--- config.mk ---
export PLATFORM = sky130hd
export DESIGN_NAME = result_uart_tx
export DESIGN_NICKNAME = d
export VERILOG_FILES = /design/src/rtl/ic_tester_pkg.sv /design/src/rtl/uart_tx_byte.sv /design/src/rtl/result_uart_tx.sv
export SDC_FILE = /design/constraint.sdc
export NUM_CORES = 1
export LEC_CHECK = 0
export CAP_MARGIN = 30
export CORE_MARGIN = 4
export CORE_UTILIZATION = 40
export CTS_BUF_LIST = sky130_fd_sc_hd__clkbuf_4 sky130_fd_sc_hd__clkbuf_8 sky130_fd_sc_hd__clkbuf_16
export DETAILED_ROUTE_END_ITERATION = 6
export PLACE_DENSITY_LB_ADDON = 0.15
export REMOVE_ABC_BUFFERS = 1
export SYNTH_ARGS = -nofsm -noshare
export SYNTH_HDL_FRONTEND = slang
export SYNTH_SLANG_ARGS = --single-unit
export TNS_END_PERCENT = 100
--- constraint.sdc ---
create_clock -name clk -period 2.9 [get_ports clk]
set_clock_uncertainty 0.2 [all_clocks]
set_input_delay 0.58 -clock clk [delete_from_list [all_inputs] [get_ports clk]]
set_output_delay 0.58 -clock clk [all_outputs]
set_load 0.05 [all_outputs]
--- src/rtl/ic_tester_pkg.sv ---
// ic_tester_pkg: frame constants and serialiser state encoding shared by the result transmitter.
package ic_tester_pkg;
  localparam logic [7:0] FRAME_HDR = 8'hA5;
  localparam int FRAME_LEN = 11;
  typedef enum logic [2:0] {IDLE, LOAD, START, DATA, STOP} state_e;
endpackage

--- src/rtl/uart_tx_byte.sv ---
// uart_tx_byte: 8N1 byte serialiser; ready in the last stop cycle lets bytes run back-to-back.
module uart_tx_byte
  import ic_tester_pkg::*;
#(
  parameter int CLKS_PER_BIT = 434
) (
  input  logic       clk,
  input  logic       rst_n,
  input  logic       valid_i,
  input  logic [7:0] data_i,
  output logic       ready_o,
  output logic       tx_o
);
  localparam int CW = $clog2(CLKS_PER_BIT);
  localparam logic [CW-1:0] LAST = CW'(CLKS_PER_BIT - 1);
  state_e state_q, state_d;
  logic [CW-1:0] cnt_q, cnt_d;
  logic [2:0] bit_q, bit_d;
  logic [7:0] sh_q, sh_d;
  logic tick;
  assign tick = cnt_q == LAST;
  // LOAD is the first cycle of the start bit, so the baud counter already runs there
  always_comb begin
    state_d = state_q;
    cnt_d = (state_q == IDLE || tick) ? '0 : cnt_q + 1'b1;
    bit_d = bit_q;
    sh_d = sh_q;
    ready_o = state_q == IDLE || (state_q == STOP && tick);
    tx_o = !(state_q == LOAD || state_q == START) && (state_q != DATA || sh_q[0]);
    case (state_q)
      LOAD: state_d = START;
      START: state_d = tick ? DATA : START;
      DATA: if (tick) begin
        sh_d = sh_q >> 1;
        bit_d = bit_q + 3'd1;
        state_d = bit_q == 3'd7 ? STOP : DATA;
      end
      default: ;
    endcase
    if (ready_o) begin
      state_d = valid_i ? LOAD : IDLE;
      sh_d = valid_i ? data_i : sh_q;
    end
  end
  always_ff @(posedge clk or negedge rst_n) begin
    if (!rst_n) begin
      state_q <= IDLE;
      cnt_q <= '0;
      bit_q <= '0;
      sh_q <= '0;
    end else begin
      state_q <= state_d;
      cnt_q <= cnt_d;
      bit_q <= bit_d;
      sh_q <= sh_d;
    end
  end
endmodule

--- src/rtl/result_uart_tx.sv ---
// result_uart_tx: captures one test result and sends it as an 11-byte UART frame with XOR checksum.
module result_uart_tx
  import ic_tester_pkg::*;
#(
  parameter int CLKS_PER_BIT = 434,
  parameter int VEC_W = 32
) (
  input  logic             clk,
  input  logic             rst_n,
  input  logic             start,
  input  logic [2:0]       gate_sel,
  input  logic             pass_in,
  input  logic             fail_in,
  input  logic [VEC_W-1:0] exp_vec,
  input  logic [VEC_W-1:0] got_vec,
  output logic             busy,
  output logic             done,
  output logic             tx
);
  logic active_q, active_d, done_q, done_d;
  logic [3:0] idx_q, idx_d;
  logic [7:0] meta_q, meta_d;
  logic [VEC_W-1:0] exp_q, exp_d, got_q, got_d;
  logic [7:0] frame [16];
  logic accept, valid, ready, fin;
  always_comb begin
    frame = '{default: 8'h00};
    frame[0] = FRAME_HDR;
    frame[1] = meta_q;
    for (int i = 0; i < 4; i++) begin
      frame[2+i] = exp_q[8*i +: 8];
      frame[6+i] = got_q[8*i +: 8];
    end
    for (int i = 0; i < 10; i++) frame[10] = frame[10] ^ frame[i];
  end
  // idx is 0 while idle, so the header is offered in the very cycle start is accepted
  assign accept = start && !active_q && !done_q;
  assign valid = accept || (active_q && idx_q < 4'(FRAME_LEN));
  assign fin = active_q && idx_q == 4'(FRAME_LEN) && ready;
  always_comb begin
    active_d = accept || (active_q && !fin);
    done_d = fin;
    idx_d = fin ? '0 : (valid && ready) ? idx_q + 4'd1 : idx_q;
    meta_d = accept ? {pass_in, fail_in, 3'b000, gate_sel} : meta_q;
    exp_d = accept ? exp_vec : exp_q;
    got_d = accept ? got_vec : got_q;
  end
  always_ff @(posedge clk or negedge rst_n) begin
    if (!rst_n) begin
      active_q <= 1'b0;
      done_q <= 1'b0;
      idx_q <= '0;
      meta_q <= '0;
      exp_q <= '0;
      got_q <= '0;
    end else begin
      active_q <= active_d;
      done_q <= done_d;
      idx_q <= idx_d;
      meta_q <= meta_d;
      exp_q <= exp_d;
      got_q <= got_d;
    end
  end
  assign busy = active_q;
  assign done = done_q;
  uart_tx_byte #(.CLKS_PER_BIT(CLKS_PER_BIT)) u_tx (
    .clk(clk),
    .rst_n(rst_n),
    .valid_i(valid),
    .data_i(frame[idx_q]),
    .ready_o(ready),
    .tx_o(tx)
  );
endmodule

# Word level (Yosys, flattened, before mapping)
# Index checks and enable logic that the tools add are counted.
[word_totals]
ff_bits = 98
inputBits = 72
elab_cells = 78
[classes]
add_sub_neg = 3
n_lt_le_gt_ge = 2
n_eq_ne = 10
mux = 16
bitwise_logic = 10
reduce_logical = 27
[op_table]
columns = ["cell", "n"]
rows = [
  ["$xor A8 B8 Y8", 8],
  ["$mux W8", 6],
  ["$bmux W8 S4", 1],
  ["$add A9 B1 Y9 const B", 1],
  ["$eq A9 B9 Y1 const B", 1],
  ["$logic_and A1 B1 Y1", 9],
  ["$mux W3", 3],
  ["$mux W9", 1],
  ["$pmux W3 S3", 1],
  ["$mux W4", 2],
  ["$eq A3 B2 Y1 const B", 2],
  ["$eq A3 B3 Y1 const B", 2],
  ["$logic_or A1 B1 Y1", 6],
  ["$ne A3 B2 Y1 const B", 2],
  ["$reduce_bool A2 Y1", 3],
  ["$ge A5 B5 Y1 const B", 1],
  ["$not A4 Y5", 1],
  ["$add A4 B1 Y4 const B", 1],
  ["$eq A4 B4 Y1 const B", 1],
  ["$logic_not A1 Y1", 4],
  ["$lt A4 B4 Y1 const B", 1],
  ["$not A4 Y4", 1],
  ["$reduce_and A2 Y1", 2],
  ["$reduce_bool A4 Y1", 1],
  ["6 further kinds", 7],
]

# Longest topological paths before layout
# Gate-level depths: netlist (run 1).
[depth]
word_depth = 14
mapped_depth = 9
mapped_depth_nobuf = 8

# Hierarchy
# A second synthesis (run 1) with hierarchy kept.
[unflattened]
cells_unflattened = 452
hier_area_um2 = 5353.9
[by_module_without_submodules]
columns = ["module", "n_inst", "cells_per_inst", "area_per_inst_um2"]
rows = [
  ["result_uart_tx", 1, 323, 4106.4],
  ["uart_tx_byte", 1, 129, 1247.4],
]

# Least setup slack after synthesis (run 1)
# No wires, ideal clock.
[synth_path]
kind = "reg-to-reg"
start = "register done_q, in the netlist done"
end = "register exp_q[16]"
setup_ps = 125
t_arrival_ps = 1874
required_time_ps = 2575
slack_ps = 701
stages_incl_launch_ff = 7
synth_period_minus_slack_ps = 2199
cell_sequence = "dfrtp_1 nor2b_1 nor2b_1 clkbuf_1 buf_2 buf_2 mux2_2"
[synth_between]
elab_chain_cells = 2
[synth_lines]
columns = ["item", "line_no", "source"]
rows = [
  ["start, declared", "result_uart_tx.sv:20", "logic active_q, active_d, done_q, done_d;"],
  ["start signal, assigned", "result_uart_tx.sv:58", "done_q <= done_d;"],
  ["$logic_not A1 Y1", "result_uart_tx.sv:37", "assign accept = start && !active_q && !done_q;"],
  ["$logic_and A1 B1 Y1", "result_uart_tx.sv:37", ""],
  ["end signal, assigned", "result_uart_tx.sv:61", "exp_q <= exp_d;"],
  ["end, declared", "result_uart_tx.sv:23", "logic [VEC_W-1:0] exp_q, exp_d, got_q, got_d;"],
]
# Every way passes these cells.
# A chain may end at the register's enable or synchronous reset.

# Worst setup path after layout (run 1)
[layout_path]
start = "register active_q, in the netlist busy"
end = "output port busy"
[layout_lines]
columns = ["item", "line_no", "source"]
rows = [
  ["start, declared", "result_uart_tx.sv:20", ""],
  ["start signal, assigned", "result_uart_tx.sv:57", "active_q <= active_d;"],
  ["end, declared", "result_uart_tx.sv:16", "output logic busy,"],
]
# No word-level cell between the ends.

==> results.cfg, run 1 <==
[outcome]
status = finished clean

[grt]
grt_overflow = 0
antenna_found_initial = 0
gr-usage-all-layers_pct = 14.7
grt_max_degree = 51
grt_pass1_wl_mm = 17.4
grt_pass1_vias = 3520

[worst_setup_path]
cpLargestDelayFamily = buffers and inverters
cp_max_fo = 6
crit_buf_inv = 1
cp.required_ns = 2.12
crit_path_end_kind = primary output
critPathArrivalTime_ns = 1.68
start_kind = flop
r2r-start = u_tx.cnt_q[1]
slowest_delay_ns = 0.86
r2r-end = idx_q[1]
worst-setup-path-type = flop to primary output
path_cells = clkdlybuf4s50_1
worst-r2r-setup-slack_ns = 0.50
reg2reg_depth = 8
cp_slowest_cell = clkdlybuf4s50_1

[placement]
hpwl_mm = 7.27
port_buffers = 74
dpl-instance-area_um2 = 6140
place.gp.congestion = 0.859

[power]
power_density_nw_per_um2 = 522
p_leak_nw = 2.62
seq_power_share_pct = 47.2
power.internal_mw = 2.57
switchingPower_uw = 788
ir_drop_mv = 0.282
power_frac_clock_pct = 33.6
pwr-share-comb_pct = 19.2
swShare_pct = 23.5

[drt]
vias = 3439
routed_wl_mm = 10.1
drtIter0Drc = 137
antenna_left = 0
drt_first_pass_iters = 4
routedWlPerCell_um = 15.0
drcViolationCount = 0
vias_per_cell = 5.08

[clocking]
cts.sinks = 98
clock_latency_ns = 0.34
clockBufferDepth = 2
ctsResizeCount = 0
cts_tree = built
cts-htree-levels = 3
cts_hold_buf = 0
root_buffer = clkbuf_16
postCtsSetupBuffers = 0
path_clk_slew_ns = 0.07
cts_buffers = 9

[sta]
finalCritPeriodShare_pct = 84.7
relSlewSlack_pct = 56.2
tightest_slew_ns = 0.653
final_hold_viol_count = 0
fmax_ghz = 0.407
grt_setup_unrepaired = false
fin_hold_ws_ns = 0.0721
slew_violations = 0
setup_viol = 0
period_needed_ns = 2.46

[yosys]
syn_inst = 429
yosys_warnings = 0
synthDistinctLibCells = 45
synth_seq_area_share_pct = 47.2
synth.cell_area_um2 = 5200
synth_seq_cells = 98
synth.avg_cell_area_um2 = 12.1

[cells_and_area]
nNetsFinal = 577
fillCellCount = 1172
stdcell_area_um2 = 6420
n_antenna_cell = 0
synthToLayoutAreaGrowth_pct = 23.5
drive_gt1_share_pct = 22.4

[floorplan]
dieArea_um2 = 14900
rows = 41
die_h_um = 122
start_util_pct = 41.0
ios = 75
coreArea_um2 = 12700
die_w_um = 122

[min_path]
holdCritPathClass = input port to async pin

[flow_run]
max_cap_violations = 0
[cell usage after synthesis (all sizes together)]
| master | number | area (um^2) |
|---|---|---|
| xor2 | 8 | 70.1 |
| nand4 | 1 | 6.26 |
| clkbuf | 12 | 46.3 |
| mux2i | 15 | 150 |
| dfrtp | 98 | 2450 |
| and3 | 1 | 6.26 |
| a211o | 2 | 17.5 |
| o21ai | 15 | 75.1 |
| nor3 | 4 | 20.0 |
| mux4 | 8 | 180 |
| a21o | 1 | 7.51 |
| nand3 | 9 | 45.0 |
| a32oi | 1 | 8.76 |
| mux2 | 71 | 803 |
| nand2b | 1 | 6.26 |
| nor2b | 3 | 18.8 |
| o221ai | 7 | 61.3 |
| a21oi | 16 | 91.3 |
| xnor3 | 6 | 135 |
| buf | 10 | 62.6 |
| and4b | 1 | 10.0 |
| a22oi | 1 | 7.51 |
| o211ai | 2 | 15.0 |
| inv | 7 | 26.3 |
| or3 | 1 | 6.26 |
| nor3b | 2 | 15.0 |
| nor4b | 3 | 26.3 |
| nand2 | 24 | 97.6 |
| and4 | 2 | 17.5 |
| a211oi | 4 | 42.5 |
| nor2 | 31 | 119 |
| a311oi | 3 | 26.3 |
| ha | 5 | 62.6 |
| o22ai | 4 | 25.0 |
| and4bb | 1 | 12.5 |
| xnor2 | 48 | 420 |
| or2 | 1 | 6.26 |
[layer usage]
layer / up-vias / track usage, % / share of wire [%]
met2: 65 / 23.4 / 47
met3: 10 / 2.37 / 3.5
met4: 0 / 4.83 / 1.4
met5: - / 0 / 0
li1: 1672 / - / -
met1: 1692 / 20.6 / 48
[cell usage in the layout (no fill, tap or decap), drive strengths merged, types with 8 or more instances in the layout]
cell / netlist / routed
nor2: 31 / 31
buf: 10 / 10
mux2i: 15 / 15
clkbuf: 12 / 14
mux2: 71 / 71
nand3: 9 / 9
nand2: 24 / 24
clkdlybuf4s50: 0 / 72
xor2: 8 / 8
dfrtp: 98 / 98
mux4: 8 / 8
o21ai: 15 / 15
a21oi: 16 / 16
xnor2: 48 / 48
[final cells by class]
class | count | area, um^2 | area share (%)
well taps | 172 | 215 | 3.35
inverters | 7 | 26.3 | 0.409
clock inverters | 2 | 12.5 | 0.195
clock buffers | 14 | 275 | 4.29
multi-input cells | 302 | 2620 | 40.8
repair buffers | 82 | 821 | 12.8
flip-flops and latches | 98 | 2450 | 38.2
[through the flow]
stage          instances  power (mW)  TNS (ns)  utilization [%]  worst slack [ns]
2_1_floorplan        407        2.05   -120.98                -             -1.75
3_3_place_gp         661        2.25         0             48.4             0.226
3_5_place_dp         661        2.26         0             48.4             0.178
4_1_cts              677        3.41         0             50.7             0.424
5_1_grt              677        3.54         0             50.7             0.344
6_report             677        3.35         0             50.7             0.445
[worst max path at each step]
stage                  startpoint        to  slack, ns  depth (start not counted)
global placement            start  idx_q[3]       0.23                          7
finish                       busy      busy       0.44                          1
detailed placement          start  idx_q[3]       0.18                          7
global route        u_tx.cnt_q[1]  idx_q[1]       0.34                          8
floorplan                    done  exp_q[0]      -1.75                          3
CTS                          busy      busy       0.42                          1
[power groups by stage]
stage / Combinational, mW / Sequential (mW) / Clock (mW)
2_1_floorplan: 0.469 / 1.58 / 0
4_1_cts: 0.656 / 1.59 / 1.17
3_3_place_gp: 0.649 / 1.61 / 0
6_report: 0.644 / 1.58 / 1.13
3_5_place_dp: 0.653 / 1.61 / 0
5_1_grt: 0.709 / 1.60 / 1.23
[state kept, by name, summed over array words and instances, names as in the netlist, 3 cells and up]
register	cells
u_tx.sh_q	8
exp_q	32
u_tx.bit_q	3
meta_q	5
got_q	32
idx_q	4
u_tx.cnt_q	9
u_tx.state_q	3
[logic make-up (layout without fill, tap and decap cells)]
logic type / count (synthesis) / after routing / share of synthesized area [%]
DFF: 98 / 98 / 47.2
xor gates and xnor gates: 62 / 62 / 12.0
muxes: 94 / 94 / 21.8
adders and majority gates: 5 / 5 / 1.20
AOI/OAI and AO/OA: 56 / 56 / 7.27
and+or+nand+nor: 85 / 85 / 7.94
buffers and inverters: 29 / 105 / 2.60
Note: power is estimated with default switching activity, not from simulation.
==> run 2: changes to the inputs <==
Clock period 2.9 ns to 2.3 ns, I/O delays scaled along.
==> run 2 against run 1 <==
  * Sequential share of layout area fell by 0.75 points
  * First-iteration DRC count rose by 18%
  * Core utilization rose by 1.0 points
  * Clock power rose by 34%
  * Critical path type unchanged
  * Critical endpoint is now tx
  * Largest cell class unchanged
==> results.cfg, run 2 (synthesized netlist as in run 1, its figures left out) <==
[worst_setup_path]
critPathArrivalTime_ns = 1.54
r2r-start = u_tx.cnt_q[1]
reg2reg_depth = 8
worst-setup-path-type = flop to primary output
start_kind = flop
r2r-end = idx_q[3]
worst-r2r-setup-slack_ns = 0.12
cp.required_ns = 1.64
setup.worst_path.start = u_tx.state_q[1]
critPathCapture = tx
cp_max_fo = 7
crit_path_end_kind = primary output

[placement]
dp_slack_ns = -0.152
dpl-instance-area_um2 = 6240
place.gp.congestion = 0.783
port_buffers = 74
hpwl_mm = 7.64
dp.cells = 669

[cells_and_area]
finish.utilization_pct = 51.7
n_antenna_cell = 0
final_common_cell = dfrtp_1
drive_gt1_share_pct = 23.8
nNetsFinal = 586
reg_top3 = exp_q x32, got_q x32, u_tx.cnt_q x9
final_cells = 685
final_cell_mix = dfrtp_1, clkdlybuf4s50_1, mux2_2
stdcell_area_um2 = 6550
synthToLayoutAreaGrowth_pct = 26.0

[sta]
setup_viol = 0
grt_setup_unrepaired = false
fmax_ghz = 0.455
tns_ns = 0
final_hold_viol_count = 0
tightest_slew_ns = 0.645
fin_ws_ns = 0.103
finalCritPeriodShare_pct = 95.5
period_needed_ns = 2.20
relSlewSlack_pct = 56.7
slew_violations = 0
fin_hold_ws_ns = 0.291

[floorplan]
die_w_um = 122
dieArea_um2 = 14900
ios = 75
coreArea_um2 = 12700
die_h_um = 122
start_util_pct = 41.0
rows = 41

[clocking]
root_buffer = clkbuf_16
cts_tree = built
cts-htree-levels = 3
cts_buffers = 9
cts.sinks = 98
clockBufferDepth = 2
path_clk_slew_ns = 0.06
clock_latency_ns = 0.34

[grt]
grt_pass1_vias = 3742
grt_max_degree = 40
gr-usage-all-layers_pct = 15.8
antenna_found_initial = 0
grt_overflow = 0
grt_pass1_wl_mm = 18.4

[power]
p_leak_nw = 2.68
power_density_nw_per_um2 = 662
ir_drop_mv = 0.383
power_mw = 4.34

[drt]
drt_first_pass_iters = 4
antenna_left = 0
routed_wl_mm = 10.8
drtIter0Drc = 162
routedWlPerCell_um = 15.7
vias = 3515
drcViolationCount = 0
vias_per_cell = 5.13

[outcome]
status = finished clean

[min_path]
holdCritPathClass = flop to flop

[flow_run]
max_cap_violations = 0
run 2: power by group:
group | internal, mW | switching [mW] | leakage [nW]
Sequential | 1.87 | 0.130 | 1.23
Combinational | 0.547 | 0.285 | 1.31
Clock | 0.887 | 0.620 | 0.149
run 2: cell type report:
type | instances | area (um^2)
clock inverters | 3 | 40.0
fillers | 1177 | 6120
multi-input cells | 302 | 2630
clock buffers | 12 | 254
repair buffers | 91 | 938
well taps | 172 | 215
flip-flops and latches | 98 | 2450
inverters | 7 | 26.3
run 2: worst min path at each step:
stage / start / endpoint / slack [ns] / cells past startpoint
2_1_floorplan: rst_n / busy / -0.04 / 0
3_3_place_gp: rst_n / exp_q[16] / 0.25 / 1
3_5_place_dp: rst_n / exp_q[16] / 0.26 / 1
4_1_cts: u_tx.bit_q[2] / u_tx.bit_q[2] / 0.30 / 2
5_1_grt: u_tx.bit_q[0] / u_tx.bit_q[0] / 0.32 / 1
6_report: u_tx.sh_q[5] / u_tx.sh_q[5] / 0.29 / 2
run 2: what timing repair did:
action	CTS	global route
hold buffers	1	0
endpoints found under the setup margin	0	2
resized for setup	0	1
setup buffers	0	0
endpoints found under the hold margin	31	0
run 2: worst max-delay path, stage by stage, from the launching register on:
cell,delay [ns]
dfrtp_1,0.45
or2_2,0.42
nand3_1,0.18
buf_12,0.15
run 2: metal layers:
layer	up-vias	global-route usage [%]	share of wire [%]
met3	16	2.92	3.6
met1	1730	21.2	47
met2	70	25.4	47
li1	1699	-	-
met4	0	6.30	1.8
met5	-	0	0
==> run 3: changes to the inputs <==
Settings changed: SLEW_MARGIN set to 20.
Clock period 2.3 ns to 1.9 ns, I/O delays scaled along.
==> run 3 against run 2 <==
  * The flow now finishes with violations (negative setup slack)
  * Combinational power rose by 24%
  * Critical path depth rose by 5
  * Power rose by 26%
==> results.cfg, run 3 (synthesized netlist as in run 1, its figures left out) <==
[cells_and_area]
finish.utilization_pct = 57.0
n_antenna_cell = 0
drive_gt1_share_pct = 34.4
final_common_cell = dfrtp_1
nNetsFinal = 636
stdcell_area_um2 = 7220
final_cell_mix = dfrtp_1, mux2_2, clkdlybuf4s50_1
final_cells = 736
reg_top3 = exp_q x32, got_q x32, u_tx.cnt_q x9
synthToLayoutAreaGrowth_pct = 38.8

[floorplan]
start_util_pct = 41.0
rows = 41
dieArea_um2 = 14900
coreArea_um2 = 12700
die_w_um = 122
die_h_um = 122
ios = 75

[worst_setup_path]
crit_path_end_kind = flop
cp.required_ns = 1.93
worst-r2r-setup-slack_ns = -0.21
r2r-start = u_tx.cnt_q[1]
r2r-end = idx_q[1]
worst-setup-path-type = flop to flop
cp_max_fo = 7
critPathArrivalTime_ns = 2.14
start_kind = flop
reg2reg_depth = 8

[sta]
fin_hold_ws_ns = 0.289
finalCritPeriodShare_pct = 111
period_needed_ns = 2.11
fin_ws_ns = -0.206
tightest_slew_ns = 0.405
slew_violations = 0
setup_viol = 12
relSlewSlack_pct = 72.8
tns_ns = -1.09
fmax_ghz = 0.475
final_hold_viol_count = 0
grt_setup_unrepaired = true

[grt]
grt_max_degree = 33
grt_pass1_vias = 3851
antenna_found_initial = 0
grt_pass1_wl_mm = 19.1
gr-usage-all-layers_pct = 16.4
grt_overflow = 0

[drt]
vias_per_cell = 5.16
vias = 3796
drcViolationCount = 0
routedWlPerCell_um = 16.3
antenna_left = 0
drtIter0Drc = 188
drt_first_pass_iters = 4
routed_wl_mm = 12.0

[clocking]
cts_tree = built
cts-htree-levels = 3
cts_buffers = 9
path_clk_slew_ns = 0.07
clock_latency_ns = 0.35
clockBufferDepth = 2
root_buffer = clkbuf_16
cts.sinks = 98

[placement]
dp.cells = 693
port_buffers = 74
dpl-instance-area_um2 = 6420
dp_slack_ns = -0.509
hpwl_mm = 7.71
place.gp.congestion = 0.779

[min_path]
hold_depth = 1
min_to = u_tx.bit_q[0]
holdCritPathClass = flop to flop
worstHoldStart = u_tx.bit_q[0]

[flow_run]
max_cap_violations = 0

[outcome]
violations = negative setup slack
status = finished, violations left

[power]
p_leak_nw = 3.02
power_mw = 5.47
ir_drop_mv = 0.418
power_density_nw_per_um2 = 758
run 3: changes by cell type in the layout (fill, tap and decap cells not counted), sizes merged:
| cell | delta |
|---|---|
| clkdlybuf4s50 | -1 |
| clkinv | -1 |
| clkinvlp | +1 |
| bufbuf | +1 |
| buf | +47 |
| clkbuf | +3 |
| bufinv | +1 |
run 3: cell type report:
class	count	area, um^2
fill	1081	5450
multi-input combinational	302	2720
sequential	98	2450
timing repair buffer	141	1470
clock buffer	12	267
tap	172	215
clock inverter	4	72.6
inverter	7	26.3
run 3: what timing repair did:
action,4_1_cts,5_1_grt
resized for setup,20,24
buffers inserted,7,11
cloned,2,6
pin swaps,6,15
hold endpoints to repair,23,0
hold buffers,1,0
endpoints found under the setup margin,53,55
run 3: where the power goes:
part / internal [mW] / switching [mW]
Clock: 1.26 / 0.775
Combinational: 0.670 / 0.355
Sequential: 2.26 / 0.157
run 3: worst max path at each step:
stage | start | endpoint | slack (ns) | depth (start not counted)
floorplan | done | exp_q[0] | -2.75 | 3
global placement | start | idx_q[3] | -0.47 | 7
detailed placement | start | idx_q[3] | -0.51 | 7
CTS | u_tx.cnt_q[1] | idx_q[3] | -0.15 | 8
global route | u_tx.cnt_q[1] | idx_q[1] | -0.28 | 8
finish | u_tx.cnt_q[1] | idx_q[1] | -0.21 | 8
run 3: layer usage:
metal  vias up  GRT usage [%]  share of wire (%)
met2        85           25.2                 47
li1       1793              -                  -
met4         0           7.49                2.5
met1      1895           22.3                 47
met5         -              0                  0
met3        23           3.34                3.5
run 3: critical path, stage by stage, from the launching register on:
cell	delay, ns
dfrtp_1	0.39
inv_1	0.06
ha_1	0.15
and4b_2	0.26
nand2_4	0.11
a211oi_4	0.32
buf_4	0.17
nor2_2	0.04
mux2_4	0.28
==> RTL change 1, RTL diff (flow settings as in run 2) <==
Put a register stage on the output `tx`, cleared by the reset. The value now appears one clock later. The other outputs are not delayed to match.
--- a/src/rtl/result_uart_tx.sv
+++ b/src/rtl/result_uart_tx.sv
@@ -19,2 +19,4 @@
 );
+
+  logic tx_d;
   logic active_q, active_d, done_q, done_d;
@@ -72,4 +74,12 @@
     .ready_o(ready),
-    .tx_o(tx)
+    .tx_o(tx_d)
   );
+  always_ff @(posedge clk or negedge rst_n) begin
+    if (!rst_n) begin
+      tx <= '0;
+    end else begin
+      tx <= tx_d;
+    end
+  end
+
 endmodule
Formal check against the unedited RTL: not equivalent (a bounded check fails within 4 cycles, from zero or initial values and one cycle with rst_n low).
==> RTL change 1 against run 2 <==
Synthesized cell count up 0.23%. Synthesized area up 0.48%. Maximum frequency down 0.27%. Total power up 0.12%. Setup slack worse by 0.0060 ns. Combinational power down 1%. Largest cell class unchanged. Final area up 0.52%. Routed wire length down 1.6%. Sequential cell count up 1.
==> RTL change 1: results (changes against run 2) <==
Post-DP HPWL -> 7600 um (was 7640 um)
reg2reg start -> u_tx.cnt_q[0] (was u_tx.cnt_q[1])
non-filler cells in the finished layout -> 689 (was 685)
vias -> 3,508 (was 3,515)
first-pass GRT wire length -> 18,100 um (was 18,400 um)
Slowest cell on crit path -> clkdlybuf4s50_1 (was dfrtp_1)
status -> finished clean (unchanged)
placed inst area -> 6270 um^2 (was 6240 um^2)
R2R depth -> 7 (was 8)
final-layout clock buffer total -> 10 (was 12)
Core Footprint -> 12,700 um^2 (about the same)
fill cell count -> 1,201 (was 1,177)
crit path to -> done (was tx)
worst-path maximum fanout -> 2 (was 7)
Place WS -> -0.119 ns (was -0.152 ns)
Main synth FF type -> dfrtp_1 (unchanged)
switching power -> 0.00106 W (was 0.00104 W)
Max Cap Viol -> 0 (unchanged)
Detailed Route Iter0 Violations -> 131 (was 162)
Final Util -> 51.8% (was 51.7%)
layout cells sized above 1 -> 24.2% (was 23.8%)
Seq. pwr -> 0.00201 W
Crit Reg-Reg Endpoint -> idx_q[1] (was idx_q[3])
most instantiated cells after synthesis -> dfrtp_1, mux2_2, xnor2_1 (unchanged)
Antenna Cells -> 0 (unchanged)
CP delay by family, top -> buffers and inverters (was simple AND/OR/NAND/NOR gates)
top post-synthesis cells by area -> dfrtp_1, mux2_2, xnor2_1 (unchanged)
Slew @ Worst Pin -> 0.628 ns (was 0.645 ns)
VDD IR max -> 0.000380 V (was 0.000383 V)
Non-clock buffers, area share -> 14.3% (about the same)
register share of total power -> 46.4% (was 46.0%)
nets -> 589 (was 586)
GRT Util Overall -> 15.3% (was 15.8%)
PnR worst setup slack -> 0.0965 ns (was 0.103 ns)
syn_area_per_cell -> 12.2 um^2 (was 12.1 um^2)
postcts setup bufs -> 0 (unchanged)
Largest regs -> exp_q x32, got_q x32, u_tx.cnt_q x9 (unchanged)
max incr delay on CP -> 0.82 ns (was 0.45 ns)
vias in the first global route -> 3,739 (was 3,742)
clock tree cell share of total cell area -> 4.41% (was 4.49%)
largest net degree at the start of global routing -> 54 (was 40)
Placed Instances -> 672 (was 669)
port bufs -> 74 (unchanged)
layout buffer count excluding clock buffers -> 93 (was 91)
WP data arrival -> 1.54 ns (about the same)
CP startpoint -> done (was u_tx.state_q[1])
flop-to-flop setup slack -> 0.16 ns (was 0.12 ns)
final hold slack -> 0.277 ns (was 0.291 ns)
power share of the clock group -> 34.7% (was 34.8%)
Seq/Total Area, Yosys -> 47.4% (was 47.2%)
Clock transition at path regs -> 0.07 ns
worst skew pair latency -> 0.34 ns (about the same)
drt wl/cell -> 15.4 um (was 15.7 um)
sequential cells -> 99 (was 98)
clock tree buffer depth -> 2 (unchanged)
Lkg Pwr -> 2.70 nW (was 2.68 nW)
fraction of area in multi-input gates -> 40.0% (was 40.1%)
worst hold path class -> in -> async (was reg -> reg)
gpl congestion -> 0.774 (was 0.783)
register area -> 2480 um^2 (was 2450 um^2)
[RTL change 1: changes by cell type after synthesis]
cell and change:
dfrtp_1 +1
[RTL change 1: what timing repair did]
item,in CTS,in global routing
hold buffers,1,0
endpoints found under the hold margin,99,0
resized for setup,0,3
setup endpoints to repair,0,7
[RTL change 1: cell families (layout without fill, tap and decap cells)]
| kind of cell | count (synthesis) | count (layout) | share of synthesized area [%] |
|---|---|---|---|
| flip-flops | 99 | 99 | 47.4 |
| multiplexers | 94 | 94 | 21.7 |
| AND/OR/NAND/NOR | 85 | 85 | 7.90 |
| XOR/XNOR | 62 | 62 | 12.0 |
| AO/OA/AOI/OAI | 56 | 56 | 7.23 |
| buffers and inverters | 29 | 116 | 2.59 |
| adder cells (fa/ha/maj) | 5 | 5 | 1.20 |
[RTL change 1: layer usage]
layer / GRT usage (%) / up-vias / routed length, um
li1: - / 1699 / -
met1: 21.3 / 1740 / 5100
met2: 24.0 / 57 / 4960
met3: 3.04 / 12 / 376
met4: 5.67 / 0 / 166
met5: 0 / - / 0
==> RTL change 2, RTL diff (flow settings as in run 2) <==
Without the edit above. Change the parameter `VEC_W` from 32 to 16.
--- a/src/rtl/result_uart_tx.sv
+++ b/src/rtl/result_uart_tx.sv
@@ -5,3 +5,3 @@
   parameter int CLKS_PER_BIT = 434,
-  parameter int VEC_W = 32
+  parameter int VEC_W = 16
 ) (
Ports: changed (resized exp_vec and got_vec); port bits go from 75 to 43. No check against the original RTL was run, so the function may have changed too.
==> RTL change 2 against run 2 <==
Total power decreased by 44%. Final area fell by 37%. Die area down 36%. Clock power shrank 35%. Sequential cell count fell by 32. Setup slack got worse by 0.049 ns. Routed wire length decreased by 43%. Synthesized cell count is 40% lower. Synthesized area is 38% lower. Critical endpoint is now u_tx.sh_q[5].
==> RTL change 2: results (changes against run 2) <==
routed vias/inst -> 5.07 (was 5.13)
clock tree cell share of total cell area -> 4.91% (was 4.49%)
top post-synthesis cells by area -> dfrtp_1, mux2_2, mux2i_1 (was dfrtp_1, mux2_2, xnor2_1)
vias in the first global route -> 2,270 (was 3,742)
mux cell area share after synthesis -> 24.2% (was 21.8%)
Synth Area in Compound Gates -> 8.51% (was 7.27%)
nets -> 365 (was 586)
Hold Crit Depth -> 1 (was 2)
GRT Util Overall -> 14.1% (was 15.8%)
router iterations before antenna repair -> 4 (unchanged)
layout cells sized above 1 -> 33.2% (was 23.8%)
R2R depth -> 8 (unchanged)
Detailed Route Iter0 Violations -> 70 (was 162)
port bufs -> 42 (was 74)
most instantiated cells after synthesis -> dfrtp_1, mux2_2, nor2_1 (was dfrtp_1, mux2_2, xnor2_1)
flop-to-flop setup slack -> 0.05 ns (was 0.12 ns)
Largest regs -> exp_q x16, got_q x16, u_tx.cnt_q x9 (was exp_q x32, got_q x32, u_tx.cnt_q x9)
Non-clock buffers, area share -> 15.7% (was 14.3%)
Synth Area in Adders -> 1.93% (was 1.20%)
WHS Endpoint -> u_tx.bit_q[0] (was u_tx.sh_q[5])
layout buffer count excluding clock buffers -> 67 (was 91)
xor and xnor area share after synthesis -> 2.17% (was 12.0%)
Non-clk invs -> 5 (was 7)
final hold slack -> 0.281 ns (was 0.291 ns)
Place WS -> -0.164 ns (was -0.152 ns)
VDD IR max -> 0.000262 V (was 0.000383 V)
clk sinks -> 66 (was 98)
Crit Reg-Reg Endpoint -> u_tx.sh_q[5] (was idx_q[3])
max incr delay on CP -> 0.39 ns (was 0.45 ns)
Synth cell types -> 45 (unchanged)
worst-path maximum fanout -> 8 (was 7)
drt wl/cell -> 14.4 um (was 15.7 um)
syn_area_per_cell -> 12.6 um^2 (was 12.1 um^2)
register area -> 1650 um^2 (was 2450 um^2)
Post-DP HPWL -> 4340 um (was 7640 um)
origin of the worst min-delay path -> u_tx.bit_q[0] (was u_tx.sh_q[5])
status -> finished clean (unchanged)
fraction of area in multi-input gates -> 36.1% (was 40.1%)
Tap Count -> 102 (was 172)
Slew @ Worst Pin -> 0.491 ns (was 0.645 ns)
Lkg Pwr -> 1.78 nW (was 2.68 nW)
CP delay by family, top -> multiplexers (was simple AND/OR/NAND/NOR gates)
gpl congestion -> 0.722 (was 0.783)
first-pass GRT wire length -> 10,900 um (was 18,400 um)
Antenna Cells -> 0 (unchanged)
fill cell count -> 688 (was 1,177)
Clock Tree Root -> clkbuf_8 (was clkbuf_16)
WP data arrival -> 2.27 ns (was 1.54 ns)
placed inst area -> 3900 um^2 (was 6240 um^2)
non-filler cells in the finished layout -> 427 (was 685)
Placed Instances -> 406 (was 669)
fraction of area in registers -> 39.8% (was 37.4%)
final-layout clock buffer total -> 10 (was 12)
largest net degree at the start of global routing -> 49 (was 40)
Seq/Total Area, Yosys -> 51.1% (was 47.2%)
multi-input gate count -> 171 (was 302)
RTL change 2: cell types whose count changed after synthesis, moves of 4 or more:
cell / before / now
dfrtp_1: 98 / 66
xor2_1: 8 / 4
clkbuf_1: 11 / 5
o21ai_0: 13 / 8
nor2_1: 30 / 22
xnor3_1: 6 / 0
mux2_2: 70 / 52
o221ai_1: 7 / 0
a21oi_1: 15 / 10
mux4_2: 8 / 2
xnor2_1: 48 / 4
nand2_1: 23 / 7
RTL change 2: repair_timing:
item                                   4_1_cts  5_1_grt
pin swaps                                    2        2
resized for setup                            0        3
endpoints found under the hold margin       18        0
hold buffers                                 1        0
setup buffers                                0        4
setup endpoints to repair                    5        6
RTL change 2: power by group:
group | leakage, nW | internal (W) | total [W] | switching [W]
clock network | 0.0945 | 0.000529 | 0.000984 | 0.000454
registers | 0.831 | 0.00124 | 0.00127 | 0.0000353
logic | 0.852 | 0.000130 | 0.000188 | 0.0000573
total | 1.78 | 0.00190 | 0.00244 | 0.000547
RTL change 2: how the worst max path moves through the flow:
stage	start	end	slack [ns]	cells after the start
after floorplan	done	exp_q[0]	-0.97	3
after global placement	start	u_tx.sh_q[5]	-0.15	6
after detailed placement	start	u_tx.sh_q[0]	-0.16	6
after CTS	u_tx.cnt_q[1]	u_tx.sh_q[0]	0.01	8
after global routing	u_tx.cnt_q[1]	u_tx.sh_q[0]	-0.03	8
final	u_tx.cnt_q[1]	u_tx.sh_q[5]	0.05	8
RTL change 2: routing by layer:
| layer | vias up | GRT usage, % | wire length, um |
|---|---|---|---|
| met2 | 40 | 21.8 | 2860 |
| met1 | 1059 | 19.3 | 2950 |
| met4 | 0 | 5.75 | 115 |
| met3 | 11 | 3.07 | 221 |
| li1 | 1054 | - | - |
| met5 | - | 0 | 0 |
